--- src/rtl/icache_refill_bridge.sv ---
// Instruction-cache refill bridge: turns icache line misses into one memory read,
// assembles the returned beats into a line and forwards coherence invalidations.
module icache_refill_bridge #(
    parameter int PADDR_SIZE = 40,
    parameter int LINE_BITS  = 128,
    parameter int BEAT_BITS  = 64
) (
    input  logic                  clk_i,
    input  logic                  rstn_i,
    input  logic                  flush_i,
    input  logic                  ifill_req_valid_i,
    input  logic [PADDR_SIZE-1:0] ifill_req_paddr_i,
    output logic                  ifill_req_ready_o,
    output logic                  ifill_resp_valid_o,
    output logic                  ifill_resp_ack_o,
    output logic [LINE_BITS-1:0]  ifill_resp_data_o,
    output logic                  ifill_resp_inv_valid_o,
    output logic [PADDR_SIZE-1:0] ifill_resp_inv_paddr_o,
    output logic                  mem_req_valid_o,
    input  logic                  mem_req_ready_i,
    output logic [PADDR_SIZE-1:0] mem_req_addr_o,
    input  logic                  mem_resp_valid_i,
    input  logic [BEAT_BITS-1:0]  mem_resp_data_i,
    input  logic                  inv_valid_i,
    input  logic [PADDR_SIZE-1:0] inv_paddr_i,
    output logic                  inv_ready_o
);

    localparam int BEATS      = LINE_BITS / BEAT_BITS;
    localparam int CNT_W      = $clog2(BEATS);
    localparam int LINE_BYTES = LINE_BITS / 8;
    localparam logic [CNT_W-1:0]      LAST_BEAT = CNT_W'(BEATS - 1);
    localparam logic [PADDR_SIZE-1:0] LINE_MASK = ~(PADDR_SIZE'(LINE_BYTES - 1));

    typedef enum logic [1:0] {
        S_IDLE = 2'd0,
        S_REQ  = 2'd1,
        S_DATA = 2'd2,
        S_RESP = 2'd3
    } state_e;

    state_e                state_q, state_d;
    logic [CNT_W-1:0]      beat_q, beat_d;
    logic                  drop_q, drop_d;
    logic [PADDR_SIZE-1:0] addr_q, addr_d;
    logic [LINE_BITS-1:0]  data_q, data_d;
    logic                  inv_pending_q, inv_pending_d;
    logic [PADDR_SIZE-1:0] inv_paddr_q, inv_paddr_d;
    logic                  req_ready_s;
    logic                  inv_out_s;

    // Acceptance is also gated by rstn_i so the icache sees no ready while in reset.
    assign req_ready_s = (state_q == S_IDLE) && !flush_i && rstn_i;
    // The invalidation yields to the refill response so the two never share a cycle.
    assign inv_out_s   = inv_pending_q && (state_q != S_RESP);

    // Refill FSM next-state and datapath updates.
    always_comb begin
        state_d = state_q;
        beat_d  = beat_q;
        drop_d  = drop_q;
        addr_d  = addr_q;
        data_d  = data_q;
        case (state_q)
            S_IDLE: begin
                drop_d = 1'b0;
                if (ifill_req_valid_i && req_ready_s) begin
                    addr_d  = ifill_req_paddr_i & LINE_MASK;
                    beat_d  = '0;
                    state_d = S_REQ;
                end else begin
                    state_d = S_IDLE;
                end
            end
            S_REQ: begin
                if (flush_i) begin
                    drop_d = 1'b1;
                end else begin
                    drop_d = drop_q;
                end
                if (mem_req_ready_i) begin
                    state_d = S_DATA;
                end else begin
                    state_d = S_REQ;
                end
            end
            S_DATA: begin
                if (flush_i) begin
                    drop_d = 1'b1;
                end else begin
                    drop_d = drop_q;
                end
                if (mem_resp_valid_i) begin
                    data_d[int'(beat_q) * BEAT_BITS +: BEAT_BITS] = mem_resp_data_i;
                    beat_d = beat_q + CNT_W'(1);
                    if (beat_q == LAST_BEAT) begin
                        state_d = S_RESP;
                    end else begin
                        state_d = S_DATA;
                    end
                end else begin
                    state_d = S_DATA;
                end
            end
            S_RESP: begin
                drop_d  = 1'b0;
                state_d = S_IDLE;
            end
            default: begin
                drop_d  = 1'b0;
                state_d = S_IDLE;
            end
        endcase
    end

    // One-entry invalidation buffer; refilled only after it has drained.
    always_comb begin
        inv_pending_d = inv_pending_q;
        inv_paddr_d   = inv_paddr_q;
        if (inv_out_s) begin
            inv_pending_d = 1'b0;
        end else if (inv_valid_i && !inv_pending_q) begin
            inv_pending_d = 1'b1;
            inv_paddr_d   = inv_paddr_i;
        end else begin
            inv_pending_d = inv_pending_q;
        end
    end

    // State and datapath registers.
    always_ff @(posedge clk_i or negedge rstn_i) begin
        if (!rstn_i) begin
            state_q       <= S_IDLE;
            beat_q        <= '0;
            drop_q        <= 1'b0;
            addr_q        <= '0;
            data_q        <= '0;
            inv_pending_q <= 1'b0;
            inv_paddr_q   <= '0;
        end else begin
            state_q       <= state_d;
            beat_q        <= beat_d;
            drop_q        <= drop_d;
            addr_q        <= addr_d;
            data_q        <= data_d;
            inv_pending_q <= inv_pending_d;
            inv_paddr_q   <= inv_paddr_d;
        end
    end

    // A flush landing in the response cycle itself also discards that response.
    assign ifill_resp_valid_o     = (state_q == S_RESP) && !drop_q && !flush_i;
    assign ifill_resp_ack_o       = ifill_resp_valid_o;
    assign ifill_resp_data_o      = data_q;
    assign ifill_req_ready_o      = req_ready_s;
    assign mem_req_valid_o        = (state_q == S_REQ);
    assign mem_req_addr_o         = addr_q;
    assign ifill_resp_inv_valid_o = inv_out_s;
    assign ifill_resp_inv_paddr_o = inv_paddr_q;
    assign inv_ready_o            = !inv_pending_q;

endmodule

--- config.mk ---
export PLATFORM = sky130hd
export DESIGN_NAME = icache_refill_bridge
export DESIGN_NICKNAME = d
export VERILOG_FILES = /design/src/rtl/icache_refill_bridge.sv
export SDC_FILE = /design/constraint.sdc
export NUM_CORES = 1
export LEC_CHECK = 0
export CAP_MARGIN = 15
export CORE_AREA = 2 2 143 145
export CTS_CLUSTER_SIZE = 28
export DETAILED_ROUTE_END_ITERATION = 16
export DIE_AREA = 0 0 145 147
export GPL_TIMING_DRIVEN = 0
export PLACE_DENSITY = 0.84
export SLEW_MARGIN = 30
export SYNTH_ARGS = -nofsm -noshare
export SYNTH_HDL_FRONTEND = slang
export SYNTH_SLANG_ARGS = --single-unit
--- constraint.sdc ---
create_clock -name clk_i -period 3.53 [get_ports clk_i]
set_input_delay 0.353 -clock clk_i [delete_from_list [all_inputs] [get_ports clk_i]]
set_output_delay 0.353 -clock clk_i [all_outputs]
set_load 0.1 [all_outputs]
[Yosys cells after proc, flatten, opt, wreduce, memory -nomap -nowiden]
Index checks and enable logic that the tools add are counted.
W data, S select, Z words.
Word-level totals
  logic and storage cells: 51
  memories kept: 0
  bits in writable memories: 0
  bits in read-only memories: 0
  bits in registers: 209
  input bits: 151
  output and inout port bits: 214
  bits in latches: 0
Cells by class
  div/mod/pow operators: 0
  bitwise gates (word level): 1
  reductions and logical operators: 19
  add/subtract/negate cells: 2
  $lt $le $gt $ge: 0
  mux-type cells: 13
  equality and inequality tests: 7
  multiply operators: 0
  shift-type cells: 2
Operators by type and width (number)
  $bwmux W128: 1
  $shift A64 B33 Y128 const A: 1
  $shiftx A64 B33 Y128: 1
  $neg A7 Y33: 1
  $pmux W2 S4: 1
  $logic_and A1 B1 Y1: 7
  $mux W1: 7
  $reduce_and A2 Y1: 3
  $eq A2 B2 Y1 const B: 2
  $mux W2: 2
  $ne A2 B1 Y1 const B: 2
  $ne A2 B2 Y1 const B: 2
  $pmux W1 S2: 2
  $reduce_bool A2 Y1: 2
  $reduce_or A2 Y1: 2
  $logic_not A1 Y1: 3
  $reduce_and A3 Y1: 1
  $eq A2 B1 Y1 const B: 1
  $logic_not A2 Y1: 1
  $add A1 B1 Y1 const B: 1
  $not A1 Y1: 1

[Depth between registers and ports, before layout]
  depth after elaboration: 6
  depth in mapped cells: 7
  gate-level depth less buffers: 5

[Worst setup path after synthesis]
Ideal clock, no wire load.
  path type: register to output
  from: reg state_q[0]
  to: out ifill_resp_valid_o
  path buffers: 1
  arrival time: 3402 ps
  path slack: -225 ps
  cell stages (with the launch flop): 4
  required time: 3177 ps
  cells stage by stage: dfrtp_1 ha_1 nor3b_1 buf_4
Between the ends
  cells in the longest elaborated chain, start to end: 3
RTL lines
  start, declared: line 42  | state_e state_q, state_d;
  start signal, assigned: line 141  | state_q <= state_d;
  $eq A2 B2 Y1: line 152  | assign ifill_resp_valid_o = (state_q == S_RESP) && !drop_q && !flush_i;
  $logic_and A1 B1 Y1 (2 in series): line 152
  end, declared: line 14  | output logic ifill_resp_valid_o,
Every way passes these cells.

[Worst setup path in the final report]
Ends and elaborated chain as after synthesis.

==> impl_metrics.sql <==
INSERT INTO impl_metrics (metric_group, metric, value, unit) VALUES
('outcome', 'status', 'finished clean', ''),
('critical_path', 'worst_path_largest_cell_delay', '1.12', 'ns'),
('critical_path', 'critical_path_arrival', '2.73', 'ns'),
('routing', 'detail_route.vias_per_cell', '4.70', ''),
('placed_design', 'placement.io_buffers', '356', ''),
('routing', 'routed_wirelength', '21000', 'um'),
('placed_design', 'place_congestion', '0.778', ''),
('timing', 'grt_setup_unrepaired', 'false', ''),
('routing', 'drcViolationCount', '0', ''),
('timing', 'final.period_utilization', '87.2', '%'),
('floorplanning', 'fp-row-count', '52', ''),
('finish', 'flow.area_growth_from_synthesis', '58.6', '%'),
('timing', 'final_hold_viol_count', '0', ''),
('routing', 'wire_length_per_cell', '18.4', 'um'),
('critical_path', 'crit_buf_inv', '2', ''),
('logic_synthesis', 'synth_compound_gate_area_share', '0.596', '%'),
('global_route', 'grt.met2_usage', '35.0', '%'),
('global_route', 'antenna_found_initial', '0', ''),
('critical_path', 'cp-start-kind', 'flip-flop', ''),
('global_route', 'grt_max_degree', '78', ''),
('clock_tree', 'cts_max_level', '1', ''),
('logic_synthesis', 'simple_gate_share_of_the_synthesized_area', '0.878', '%'),
('finish', 'final_nets', '1014', ''),
('floorplanning', 'initial_utilization', '40.2', '%'),
('min_path', 'min_path_type', 'input port to async pin', ''),
('timing', 'timing.slew.headroom', '30.4', '%'),
('critical_path', 'critical_path.endpoint_type', 'output pin', ''),
('global_route', 'globalRouteMet1Util', '22.7', '%'),
('logic_synthesis', 'synth-main-ff-cell', 'sky130_fd_sc_hd__dfrtp_1', ''),
('critical_path', 'worst-endpoint-required', '3.18', 'ns'),
('floorplanning', 'i_o_pin_cnt', '365', ''),
('logic_synthesis', 'netlist_instances', '471', ''),
('floorplanning', 'design.core.area', '0.0198', 'mm2'),
('timing', 'slew_viol_final', '0', ''),
('critical_path', 'critical-path-slowest-cell', 'sky130_fd_sc_hd__clkdlybuf4s50_1', ''),
('logic_synthesis', 'synth_seq_cells', '209', ''),
('finish', 'finalCoreUtilization', '63.8', '%'),
('clock_tree', 'clock_path_buffers', '3', ''),
('logic_synthesis', 'yosysWarningCount', '0', ''),
('finish', 'num_antenna_cells', '0', ''),
('critical_path', 'worst_path_dominant_cell_family', 'buffers and inverters', ''),
('global_route', 'grt_overflow', '0', ''),
('clock_tree', 'cts_inserted_buffers', '23', ''),
('clock_tree', 'tritoncts_num_sinks', '209', ''),
('timing', 'fin_worst_skew', '0.00547', 'ns'),
('global_route', 'met3_usage', '5.62', '%'),
('routing', 'num_vias', '5367', ''),
('logic_synthesis', 'syn_area_per_cell', '16.9', 'um2'),
('logic_synthesis', 'count_of_unique_library_cells_instantiated_by_yosys', '23', ''),
('timing', 'finalSetupViolations', '0', ''),
('logic_synthesis', 'synth-edff-count', '0', ''),
('clock_tree', 'cts.clk_slew.worst_paths', '0.06', 'ns'),
('timing', 'fmax', '0.325', 'GHz'),
('run', 'maxCapViolations', '0', ''),
('timing', 'final_period_minus_worst_setup_slack', '3.08', 'ns'),
('global_route', 'grt.busiest_layer', 'met2', ''),
('critical_path', 'worst-setup-path-type', 'flip-flop to output pin', ''),
('critical_path', 'timing.critical_path.fanout_max', '5', ''),
('global_route', 'wire_length_of_the_first_global_routing_pass', '33100', 'um'),
('global_route', 'grt_pass1_vias', '5916', ''),
('timing', 'tightestPinTransition', '1.04', 'ns'),
('clock_tree', 'post_cts_resized', '0', ''),
('global_route', 'grt_util_all_layers', '19.5', '%'),
('finish', 'layout-drive-gt1-share', '24.3', '%'),
('routing', 'detailedRoute.firstIterationViolations', '103', ''),
('floorplanning', 'die_h', '147', 'um'),
('floorplanning', 'die_x', '145', 'um'),
('clock_tree', 'cts_tree', 'built', ''),
('logic_synthesis', 'synthXorXnorAreaFrac', '0', '%'),
('floorplanning', 'die_area', '0.0213', 'mm2'),
('routing', 'antenna_violating_nets_post_route', '0', ''),
('logic_synthesis', 'seq_area_frac_synth', '65.5', '%'),
('finish', 'filler_cell_count', '1471', ''),
('clock_tree', 'ctsRootBufferMaster', 'sky130_fd_sc_hd__clkbuf_16', ''),
('logic_synthesis', 'synthArstFlopShare', '100', '%'),
('logic_synthesis', 'synth_fa_ha_area_share', '0.784', '%'),
('routing', 'drt_first_pass_iters', '4', ''),
('logic_synthesis', 'syn_area', '0.00798', 'mm2'),
('clock_tree', 'worst_skew_pair.late_latency', '0.49', 'ns'),
('logic_synthesis', 'post_synth_mux_area_share', '29.1', '%'),
('placed_design', 'dp.final_hpwl', '15700', 'um'),
('critical_path', 'cells_along_the_critical_path', 'ha_1 -> nor3b_2 -> buf_4 -> clkdlybuf4s50_1', ''),
('logic_synthesis', 'largest_family_of_logic_cells_by_synthesized_area', 'multiplexers', '');
worst register-to-register path, cell delays in order, from the launching register on:
cell                      delay (ns)
sky130_fd_sc_hd__dfrtp_1        0.41
sky130_fd_sc_hd__inv_1          0.10
sky130_fd_sc_hd__ha_1           0.25
sky130_fd_sc_hd__nand3_1        0.13
sky130_fd_sc_hd__buf_2          0.38
sky130_fd_sc_hd__buf_6          0.24
sky130_fd_sc_hd__mux2_1         0.36
synthesized netlist by cell type, types with 2 or more instances:
| cell | number | area, um2 |
|---|---|---|
| sky130_fd_sc_hd__o21ai_0 | 2 | 10.0 |
| sky130_fd_sc_hd__mux2_2 | 145 | 1630 |
| sky130_fd_sc_hd__ha_1 | 5 | 62.6 |
| sky130_fd_sc_hd__buf_4 | 6 | 45.0 |
| sky130_fd_sc_hd__nand2_1 | 3 | 11.3 |
| sky130_fd_sc_hd__dfrtp_1 | 209 | 5230 |
| sky130_fd_sc_hd__buf_6 | 12 | 135 |
| sky130_fd_sc_hd__nor2_1 | 2 | 7.51 |
| sky130_fd_sc_hd__o21a_1 | 2 | 15.0 |
| sky130_fd_sc_hd__inv_1 | 4 | 15.0 |
| sky130_fd_sc_hd__buf_2 | 9 | 45.0 |
| sky130_fd_sc_hd__nand3_1 | 3 | 15.0 |
| sky130_fd_sc_hd__mux2_4 | 7 | 105 |
| sky130_fd_sc_hd__a21o_1 | 2 | 15.0 |
| sky130_fd_sc_hd__mux2_1 | 52 | 586 |
layout by cell type, fill, tap and decap left out, types with 3 or more instances in the layout:
cell type	count
sky130_fd_sc_hd__inv_1	4
sky130_fd_sc_hd__clkdlybuf4s50_1	355
sky130_fd_sc_hd__buf_4	6
sky130_fd_sc_hd__nand2_1	3
sky130_fd_sc_hd__ha_1	5
sky130_fd_sc_hd__buf_6	12
sky130_fd_sc_hd__buf_2	9
sky130_fd_sc_hd__clkbuf_1	12
sky130_fd_sc_hd__clkbuf_16	23
sky130_fd_sc_hd__mux2_4	7
sky130_fd_sc_hd__conb_1	4
sky130_fd_sc_hd__mux2_2	145
sky130_fd_sc_hd__dfrtp_1	209
sky130_fd_sc_hd__mux2_1	52
sky130_fd_sc_hd__nand3_1	3
flip-flops by register name, summed over array words and instances, names as in the netlist, named ones only:
| signal | cells |
|---|---|
| beat_q | 1 |
| ifill_resp_inv_paddr_o | 40 |
| ifill_resp_data_o | 128 |
| inv_pending_q | 1 |
| state_q | 1 |
| drop_q | 1 |
| mem_req_addr_o | 36 |
path summary, 6_finish.rpt:
| check | start | endpoint | slack, ns | cells after the start |
|---|---|---|---|---|
| min in group clk_i | inv_paddr_i[0] | ifill_resp_inv_paddr_o[0] | 0.47 | 2 |
| max reg2reg | state_q[0] | ifill_resp_data_o[68] | 1.55 | 6 |
| max in group asynchronous | rstn_i | ifill_resp_data_o[96] | 2.38 | 3 |
| max | state_q[0] | ifill_resp_valid_o | 0.45 | 4 |
| min reg2reg | ifill_resp_data_o[123] | ifill_resp_data_o[123] | 0.49 | 1 |
| min | rstn_i | ifill_resp_data_o[5] | 0.41 | 2 |
metal layers:
layer	part of all wire, %	up-vias
li1	-	2419
met1	38	2662
met2	51	239
met3	7.8	47
met4	2.9	0
met5	0	-
kinds of logic (layout without fill, tap and decap cells):
group,Yosys count,after routing
adders and majority gates,5,5
AOI/OAI and AO/OA,7,7
buffers and inverters,32,431
other,1,4
and+or+nand+nor,13,13
muxes,204,204
DFF,209,209
final cells by class:
type,instances,area (um2),share of cell area [%]
plain buffers,28,229,1.81
inverters,4,15.0,0.119
clock inverters,4,48.8,0.385
well taps,270,338,2.67
clock buffers,36,644,5.09
repair buffers,359,3630,28.7
flip-flops and latches,209,5230,41.3
multi-input cells,233,2520,19.9
stage by stage:
stage          instances  area (um2)  hold slack, ns  TNS (ns)  setup WS, ns
2_1_floorplan        474        8000          0.0574         0         0.894
3_3_place_gp        1100       11900           0.470  -1672.83         -6.79
3_5_place_dp        1102       12000           0.327         0         0.810
4_1_cts             1143       12700           0.408         0         0.426
5_1_grt             1143       12700           0.449         0         0.294
6_report            1143       12700           0.408         0         0.451
timing repair:
action	in CTS	in global routing
endpoints found under the hold margin	57	0
setup buffers	0	0
hold buffers	1	0
Power is not shown: default switching activity piles up to over one toggle a cycle in this logic, so the estimate is an artifact.
